**src/rtl/uart_rx_gen_if.sv**
```systemverilog
// Receiver-side bus of uart_rx_gen: serial line in, received word and status out.
interface uart_rx_gen_if;
    logic       RX;
    logic       DATA_ACK;
    logic [7:0] DATA;
    logic       DATA_VALID;
    logic       PARITY_ERR;
    logic       FRAME_ERR;
    logic       OVERRUN;
    logic       BUSY;

    // Line driver / word consumer side
    modport master (
        output RX,
        output DATA_ACK,
        input  DATA,
        input  DATA_VALID,
        input  PARITY_ERR,
        input  FRAME_ERR,
        input  OVERRUN,
        input  BUSY
    );

    // Receiver side
    modport slave (
        input  RX,
        input  DATA_ACK,
        output DATA,
        output DATA_VALID,
        output PARITY_ERR,
        output FRAME_ERR,
        output OVERRUN,
        output BUSY
    );
endinterface

```
**src/rtl/uart_rx_gen.sv**
```systemverilog
// UART receiver with 16x oversampling, optional parity, break detection and
// a one-word holding register with acknowledge/overrun handling.
// Optional macro UART_RX_MAJORITY_VOTE_EN: bit value is the 2-of-3 vote of the
// samples at ticks 7, 8 and 9 instead of the single tick-8 sample.
module uart_rx_gen #(
    parameter int unsigned CLK_FREQ  = 50000000,
    parameter int unsigned BAUD      = 9600,
    parameter int unsigned DATA_BITS = 8,
    parameter int unsigned PARITY    = 1
) (
    input  logic          CLK50MHz,
    input  logic          RESET,
    uart_rx_gen_if.slave  bus
);

    localparam int unsigned DIV      = (CLK_FREQ + 8 * BAUD) / (16 * BAUD);
    localparam int unsigned DIV_W    = (DIV > 1) ? $clog2(DIV) : 1;
    localparam int unsigned PH_W     = 4;
    localparam int unsigned CNT_W    = 3;
    localparam int unsigned LAST_PH  = 15;
`ifdef UART_RX_MAJORITY_VOTE_EN
    localparam int unsigned DECIDE_PH = 9;
`else
    localparam int unsigned DECIDE_PH = 8;
`endif
    localparam logic PAR_ODD = (PARITY == 32'd2);

    typedef enum logic [2:0] {
        ST_IDLE,
        ST_START,
        ST_DATA,
        ST_PARITY,
        ST_STOP,
        ST_BREAK
    } state_t;

    state_t             state;
    state_t             state_next;
    logic [1:0]         rx_sync;
    logic               rx_s;
    logic               rx_prev;
    logic [DIV_W-1:0]   div_cnt;
    logic               tick;
    logic [PH_W-1:0]    phase;
    logic [CNT_W-1:0]   bit_cnt;
    logic [7:0]         shreg;
    logic               par_bit;
    logic               par_ok;
    logic               bit_val;
    logic               decide;
    logic               bit_end;
    logic               frame_start;
    logic               done_good;
    logic               done_perr;
    logic               done_ferr;
    logic [7:0]         data_q;
    logic               valid_q;
    logic               perr_q;
    logic               ferr_q;
    logic               ovr_q;
    logic               busy_q;

    assign rx_s = rx_sync[1];

    // Two-flop synchronizer plus one flop of history for falling-edge detection
    always_ff @(posedge CLK50MHz or negedge RESET) begin
        if (!RESET) begin
            rx_sync <= 2'b11;
            rx_prev <= 1'b1;
        end else begin
            rx_sync <= {rx_sync[0], bus.RX};
            rx_prev <= rx_s;
        end
    end

    // Free-running 16x baud tick generator
    always_ff @(posedge CLK50MHz or negedge RESET) begin
        if (!RESET) begin
            div_cnt <= '0;
        end else if (tick) begin
            div_cnt <= '0;
        end else begin
            div_cnt <= div_cnt + DIV_W'(1);
        end
    end

    assign tick    = (div_cnt == DIV_W'(DIV - 1));
    assign decide  = tick && (phase == PH_W'(DECIDE_PH));
    assign bit_end = tick && (phase == PH_W'(LAST_PH));
    assign par_ok  = (PARITY == 0) ? 1'b1 : (par_bit == ((^shreg) ^ PAR_ODD));

`ifdef UART_RX_MAJORITY_VOTE_EN
    logic s7;
    logic s8;

    // Early samples held for the vote taken at tick 9
    always_ff @(posedge CLK50MHz or negedge RESET) begin
        if (!RESET) begin
            s7 <= 1'b1;
            s8 <= 1'b1;
        end else if (tick) begin
            if (phase == PH_W'(7)) s7 <= rx_s;
            if (phase == PH_W'(8)) s8 <= rx_s;
        end
    end

    assign bit_val = (s7 & s8) | (s7 & rx_s) | (s8 & rx_s);
`else
    assign bit_val = rx_s;
`endif

    // State register
    always_ff @(posedge CLK50MHz or negedge RESET) begin
        if (!RESET) begin
            state <= ST_IDLE;
        end else begin
            state <= state_next;
        end
    end

    // Next-state logic
    always_comb begin
        state_next  = state;
        frame_start = 1'b0;
        case (state)
            ST_IDLE: begin
                if (rx_prev && !rx_s) begin
                    state_next  = ST_START;
                    frame_start = 1'b1;
                end
            end
            ST_START: begin
                if (decide && bit_val) begin
                    state_next = ST_IDLE;
                end else if (bit_end) begin
                    state_next = ST_DATA;
                end
            end
            ST_DATA: begin
                if (bit_end && (bit_cnt == CNT_W'(DATA_BITS - 1))) begin
                    state_next = (PARITY != 0) ? ST_PARITY : ST_STOP;
                end
            end
            ST_PARITY: begin
                if (bit_end) begin
                    state_next = ST_STOP;
                end
            end
            ST_STOP: begin
                if (decide) begin
                    state_next = bit_val ? ST_IDLE : ST_BREAK;
                end
            end
            ST_BREAK: begin
                if (rx_s) begin
                    state_next = ST_IDLE;
                end
            end
            default: state_next = ST_IDLE;
        endcase
    end

    // Bit timing, payload capture and end-of-frame verdict
    always_ff @(posedge CLK50MHz or negedge RESET) begin
        if (!RESET) begin
            phase     <= '0;
            bit_cnt   <= '0;
            shreg     <= '0;
            par_bit   <= 1'b0;
            done_good <= 1'b0;
            done_perr <= 1'b0;
            done_ferr <= 1'b0;
        end else begin
            done_good <= 1'b0;
            done_perr <= 1'b0;
            done_ferr <= 1'b0;
            if (frame_start) begin
                phase   <= '0;
                bit_cnt <= '0;
                shreg   <= '0;
            end else if (tick) begin
                phase <= phase + PH_W'(1);
            end
            if (decide) begin
                case (state)
                    ST_DATA:   shreg[bit_cnt] <= bit_val;
                    ST_PARITY: par_bit <= bit_val;
                    ST_STOP: begin
                        done_good <= bit_val & par_ok;
                        done_perr <= bit_val & ~par_ok;
                        done_ferr <= ~bit_val;
                    end
                    default: ;
                endcase
            end
            if (bit_end && (state == ST_DATA)) begin
                bit_cnt <= bit_cnt + CNT_W'(1);
            end
        end
    end

    // Holding register, acknowledge and status pulses (completion cycle)
    always_ff @(posedge CLK50MHz or negedge RESET) begin
        if (!RESET) begin
            data_q  <= '0;
            valid_q <= 1'b0;
            perr_q  <= 1'b0;
            ferr_q  <= 1'b0;
            ovr_q   <= 1'b0;
            busy_q  <= 1'b0;
        end else begin
            perr_q <= done_perr;
            ferr_q <= done_ferr;
            ovr_q  <= done_good & valid_q & ~bus.DATA_ACK;
            busy_q <= (state_next != ST_IDLE);
            if (done_good) begin
                data_q  <= shreg;
                valid_q <= 1'b1;
            end else if (bus.DATA_ACK) begin
                valid_q <= 1'b0;
            end
        end
    end

    assign bus.DATA       = data_q;
    assign bus.DATA_VALID = valid_q;
    assign bus.PARITY_ERR = perr_q;
    assign bus.FRAME_ERR  = ferr_q;
    assign bus.OVERRUN    = ovr_q;
    assign bus.BUSY       = busy_q;

endmodule
```
**src/flat_wrapper.sv**
```systemverilog
// flat-port wrapper written by rule: the top's interface ports become plain ports
module uart_rx_gen_flat 
#(
    parameter int unsigned CLK_FREQ  = 50000000,
    parameter int unsigned BAUD      = 9600,
    parameter int unsigned DATA_BITS = 8,
    parameter int unsigned PARITY    = 1
)
  (CLK50MHz, RESET, bus_RX, bus_DATA_ACK, bus_DATA, bus_DATA_VALID, bus_PARITY_ERR, bus_FRAME_ERR, bus_OVERRUN, bus_BUSY);
  uart_rx_gen_if bus_i ();
  input  logic CLK50MHz;
  input  logic RESET;
  input wire logic [$bits(bus_i.RX)-1:0] bus_RX;
  input wire logic [$bits(bus_i.DATA_ACK)-1:0] bus_DATA_ACK;
  output wire logic [$bits(bus_i.DATA)-1:0] bus_DATA;
  output wire logic [$bits(bus_i.DATA_VALID)-1:0] bus_DATA_VALID;
  output wire logic [$bits(bus_i.PARITY_ERR)-1:0] bus_PARITY_ERR;
  output wire logic [$bits(bus_i.FRAME_ERR)-1:0] bus_FRAME_ERR;
  output wire logic [$bits(bus_i.OVERRUN)-1:0] bus_OVERRUN;
  output wire logic [$bits(bus_i.BUSY)-1:0] bus_BUSY;
  assign bus_i.RX = bus_RX;
  assign bus_i.DATA_ACK = bus_DATA_ACK;
  assign bus_DATA = bus_i.DATA;
  assign bus_DATA_VALID = bus_i.DATA_VALID;
  assign bus_PARITY_ERR = bus_i.PARITY_ERR;
  assign bus_FRAME_ERR = bus_i.FRAME_ERR;
  assign bus_OVERRUN = bus_i.OVERRUN;
  assign bus_BUSY = bus_i.BUSY;
  uart_rx_gen #(.CLK_FREQ(CLK_FREQ), .BAUD(BAUD), .DATA_BITS(DATA_BITS), .PARITY(PARITY)) u_core (.CLK50MHz(CLK50MHz), .RESET(RESET), .bus(bus_i));
endmodule
```
**config.mk**
```make
export PLATFORM = sky130hd
export DESIGN_NAME = uart_rx_gen_flat
export DESIGN_NICKNAME = d
export VERILOG_FILES = /design/src/rtl/uart_rx_gen_if.sv /design/src/rtl/uart_rx_gen.sv /design/src/flat_wrapper.sv
export SDC_FILE = /design/constraint.sdc
export NUM_CORES = 1
export LEC_CHECK = 0
export ABC_AREA = 1
export BUFFER_PORTS_ARGS = -buffer_cell sky130_fd_sc_hd__buf_2
export CORE_UTILIZATION = 60
export CTS_BUF_LIST = sky130_fd_sc_hd__clkbuf_8
export DETAILED_ROUTE_END_ITERATION = 8
export PLACE_DENSITY = 0.87
export SYNTH_ARGS = -nofsm -noshare
export SYNTH_HDL_FRONTEND = slang
export SYNTH_SLANG_ARGS = --single-unit
```
**constraint.sdc**
```tcl
create_clock -name CLK50MHz -period 1.8 [get_ports CLK50MHz]
set_input_delay 0.36 -clock CLK50MHz [delete_from_list [all_inputs] [get_ports CLK50MHz]]
set_output_delay 0.36 -clock CLK50MHz [all_outputs]
set_load 0.01 [all_outputs]
```
-- After elaboration in Yosys (flattened, before gate mapping)
Index checks and enable logic that the tools add are counted.
Widths: inputs -> output; s select.
- bitwise operators: 7
- multiply operators: 0
- magnitude comparators: 2
- reduce and logical (&&, ||, !) cells: 15
- equality and inequality tests: 10
- add/subtract/negate cells: 3
- shift-type cells: 0
- divide/modulo/power cells: 0
- muxes and demuxes: 30
- operator list (cell ; count):
    $mux 3 ; 10
    $mux 8 ; 3
    $pmux 3 s6 ; 1
    $mux 1 ; 11
    $add 9x1->9 const B ; 1
    $eq 3x3->1 const B ; 3
    $eq 9x9->1 const B ; 1
    $mux 9 ; 1
    $bwmux 8 ; 1
    $eq 4x4->1 const B ; 2
    $mux 4 ; 2
    $reduce_xor 8->1 ; 1
    $logic_and 1x1->1 ; 7
    $eq 3x2->1 const B ; 2
    $reduce_bool 2->1 ; 3
    $add 4x1->4 const B ; 1
    $and 1x1->1 ; 4
    $lt 3x4->1 const B ; 1
    $add 3x1->3 const B ; 1
    $demux 1 s3 ; 1
    $eq 3x1->1 const B ; 1
    $ge 3x1->1 const B ; 1
    $logic_not 3->1 ; 1
    $not 1->1 ; 3
    other kinds (4) ; 4
- memories: 0
- logic and storage cells: 84
- bits in latches: 0
- output and inout bits: 13
- bits of input ports: 4
- memory bits (read-only): 0
- memory bits (writable): 0
- register bits: 47

-- Logic depth before layout (Yosys ltp)
- word-level depth: 8
- depth in mapped cells: 12
- depth with buffers taken out: 12

-- Worst setup path before layout
OpenSTA, ideal clock, no wires.
- kind: register to register
- start point: register u_core.div_cnt[0]
- end point: register u_core.busy_q, in the netlist u_core.bus.BUSY
- stages on the path, launching flop included: 12
- path slack: 395 ps
- clock period less this slack: 1405 ps
- data arrival time: 1286 ps
- library setup time: 120 ps
- required time: 1680 ps
- buffers on the path: 0
- path through: dfrtp_1 -> ha_1 -> nand2_1 -> clkinv_1 -> nand2_2 -> nor2_8 -> nand2_4 -> nand2_1 -> nand3_1 -> nand2_1 -> nor2_2 -> nand2_1
- longest elaborated chain between the ends: 6
- elaborated cells between the ends (all ways): 12
- those cells by class: eq/ne (1); mux (6); reduce/logical (5)
- RTL lines (item ; RTL line ; text):
    start, declared ; uart_rx_gen.sv:42 ; logic [DIV_W-1:0] div_cnt;
    start signal, assigned ; uart_rx_gen.sv:83 ; div_cnt <= div_cnt + DIV_W'(1);
    $eq 9x9->1 * ; uart_rx_gen.sv:87 ; assign tick = (div_cnt == DIV_W'(DIV - 1));
    $logic_and 1x1->1, on equally long branches ; uart_rx_gen.sv:89, uart_rx_gen.sv:88 ;
    $mux 3, or another cell as far along ; uart_rx_gen.sv:135 ; end else if (bit_end) begin
    $mux 3, on equally long branches ; uart_rx_gen.sv:133, uart_rx_gen.sv:140 ;
    $pmux 3 s6 * ; uart_rx_gen.sv:125 ; case (state)
    $reduce_bool 3->1 * ; uart_rx_gen.sv:215 ; busy_q <= (state_next != ST_IDLE);
    end signal, assigned ; uart_rx_gen.sv:215 ;
    end, declared ; uart_rx_gen.sv:61 ; logic busy_q;
Every way passes the cells marked *; elsewhere a longest branch is shown, timed or not.
A chain may end at the register's enable or synchronous reset.

-- Worst setup path in the final report
- start point: register u_core.div_cnt[1]
- end point: register u_core.busy_q, in the netlist u_core.bus.BUSY
The elaborated chain is that of the path after synthesis.

==> results_dict.tcl <==
set metrics [dict create \
    synth-xor-area-share 0.0226 \
    layout_common_cells "nand2_1 (74), dfrtp_1 (44), inv_1 (37)" \
    cts-buffers-inserted 5 \
    cts_tree "built" \
    area_growth_pct 12.3 \
    drt-wirelength-per-cell_um 12.0 \
    syn-num-nets 289 \
    gp_congestion 0.807 \
    syn_area_per_cell_um2 8.34 \
    maxCapViolCount 0 \
    reg2reg_slack_ns 0.19 \
    clk-insertion-delay-late_ns 0.30 \
    worstMarginPinSlew_ns 0.517 \
    cts_sinks 47 \
    synth_top_family_by_area "simple AND/OR/NAND/NOR gates" \
    num_vias 1797 \
    synth_compound_gate_area_share 0.0527 \
    grt_pass1_vias 1754 \
    drc 0 \
    die_h_um 64.3 \
    clock_skew_ns 0.0103 \
    critPathMaxStageDelay_ns 0.39 \
    grt-ovfl-total 0 \
    rsz0062_at_grt "false" \
    r2r_start "u_core.div_cnt[1]" \
    fin_crit_ns 1.61 \
    initial_core_util 0.631 \
    slew_violations 0 \
    grt_pass1_wl_um 7530 \
    fp.coreArea_mm2 0.00369 \
    worstPathMaxFanout 7 \
    layout_commonest_cell "nand2_1" \
    rows 22 \
    dieArea_mm2 0.00413 \
    timing.rr.end "u_core.bus.BUSY" \
    ys_warn_count 0 \
    path_depth 11 \
    crit_required_ns 1.99 \
    clk_path_buf_depth 2 \
    hold_violations 0 \
    fp.dieW_um 64.3 \
    netlist_top_cells_area "dfrtp_1 (47%), nand2_1 (12%), inv_1 (5.8%)" \
    cp_common_cell "nand2_1" \
    synth_cells 279 \
    ff2ff_path_depth 11 \
    cts_setup_buffers 0 \
    syn-cell-area_mm2 0.00233 \
    path_cells "inv_1 > ha_1 > nand2_1 > nor2_1 > nand3_2 > nand2_1 > nand2_1 > nor2_2 > nand2_1 > nor2_2 > nand2_1" \
    io_pins 17 \
    startpoint "u_core.div_cnt[1]" \
    ys_seq_area_frac 0.507 \
    viasPerCell 5.12 \
    cp_top_family "simple AND/OR/NAND/NOR gates" \
    fin_crit_sh 0.896 \
    setup_violations 0 \
    initialDrtViolationCount 112 \
    ys_types 31 \
    ir_worst_vdd_uv 535 \
    worst-setup-path-type "flip-flop to flip-flop" \
    path_clk_slew_ns 0.09 \
    cts_max_level 2 \
    drive_gt1_frac 0.168 \
    fmax_ghz 0.620 \
    synthMuxAreaShare 0 \
    root_buffer "clkbuf_8" \
    power_leakage_nw 1.35 \
    port_buffers 16 \
    cts_resized 0 \
    cp.arrival_ns 1.80 \
    p_per_area_mw_per_mm2 785 \
    cp-endpoint "u_core.bus.BUSY" \
    slew_headroom 0.655 \
    diodes 0 \
    grt.total_usage 0.239 \
    synth-seq-cells 47 \
    fillers 287 \
    synth_fa_ha_area_frac 0.0323 \
    crit_slowest_cell "dfrtp_1" \
    grt_max_degree 27 \
    synth-simple-area-share 0.314 \
    hold_slack_ns 0.0195 \
    grt_antenna_before_repair 0 \
    wl_um 4210 \
    nets 312 \
    end_kind "flip-flop" \
    critPathBufInv 1 \
    hold_path.class "input pin to async pin" \
    holdBufCountCts 0 \
    place_area_mm2 0.00248 \
    tns_ns 0 \
    status "finished, final reports clean" \
    synth_top_cell_by_area "dfrtp_1" \
    stdcell_area_mm2 0.00261 \
    dr.pass1.iters 4 \
    ant_nets 0 \
    dp_hpwl_um 3140 \
    netlist.area_leader.share 0.473 \
    worstSetupStartpointType "flip-flop" \
]
-- per-layer routing --
metal  up-vias  GRT usage  part of all wire
met3         7     0.0554             0.048
met5         -          0                 0
li1        916          -                 -
met4         0      0.100             0.013
met1       829      0.292              0.44
met2        45      0.403              0.50
-- report_power, final --
part | total [mW] | switching (mW) | internal (mW)
registers | 1.08 | 0.00844 | 1.07
clock network | 0.897 | 0.348 | 0.549
logic | 0.0763 | 0.0545 | 0.0217
-- sequential cells by signal, summed over array words and instances, names as in the netlist --
name / cells
u_core.div_cnt: 9
u_core.bus.DATA: 8
u_core.shreg: 8
u_core.phase: 4
u_core.bit_cnt: 3
u_core.state: 3
u_core.rx_sync: 2
u_core.bus.BUSY: 1
u_core.bus.DATA_VALID: 1
u_core.bus.FRAME_ERR: 1
u_core.bus.OVERRUN: 1
u_core.bus.PARITY_ERR: 1
u_core.done_ferr: 1
u_core.done_good: 1
u_core.done_perr: 1
u_core.par_bit: 1
u_core.rx_prev: 1
-- worst register-to-register path, cell delays in order, from the launching register on --
cell and delay [ns]:
dfrtp_1 0.39, inv_1 0.08, ha_1 0.14, nand2_1 0.07, nor2_1 0.17, nand3_2 0.18, nand2_1 0.11, nand2_1 0.07
nor2_2 0.07, nand2_1 0.06, nor2_2 0.11, nand2_1 0.06
-- final cells by class --
cell class,count,area [um^2],area share
Clock buffer,5,68.8,0.0263
Clock inverter,3,63.8,0.0244
Inverter,40,151,0.0580
Multi-Input combinational cell,190,981,0.375
Sequential cell,47,1180,0.452
Tap cell,48,60.1,0.0230
Timing Repair Buffer,18,108,0.0412
-- cell usage after synthesis (all sizes together) --
cell,n
nand2,76
dfrtp,44
nor2,39
inv,38
nand3,22
o21ai,17
nor3,12
a21oi,6
ha,6
xnor2,4
dfstp,3
clkinv,2
nand4,2
xor2,2
a211oi,1
buf,1
clkbuf,1
nand2b,1
nor4,1
or2,1
-- worst min path at each step --
stage / from / to / cells past startpoint
floorplan: RESET / u_core.bit_cnt[0] / 0
global placement: u_core.done_ferr / u_core.bus.FRAME_ERR / 0
detailed placement: u_core.done_ferr / u_core.bus.FRAME_ERR / 0
CTS: RESET / u_core.phase[0] / 1
global route: RESET / u_core.phase[0] / 1
finish: RESET / u_core.phase[0] / 1
-- stage by stage --
| stage | power [mW] | util | std cells | setup slack (ns) |
|---|---|---|---|---|
| after floorplan | 1.13 | - | 279 | 0.395 |
| final | 2.05 | 0.708 | 351 | 0.187 |
| after global routing | 2.11 | 0.708 | 351 | 0.0175 |
| after CTS | 2.06 | 0.708 | 351 | 0.192 |
| after global placement | 1.17 | 0.672 | 343 | 0.245 |
| after detailed placement | 1.18 | 0.672 | 343 | 0.228 |
-- logic make-up after synthesis --
group           count (synthesis)
compound gates                 24
fa+ha+maj                       6
buf+inv                        42
xor+xnor                        6
simple gates                  154
flops                          47
(Power assumes the default switching activity.)
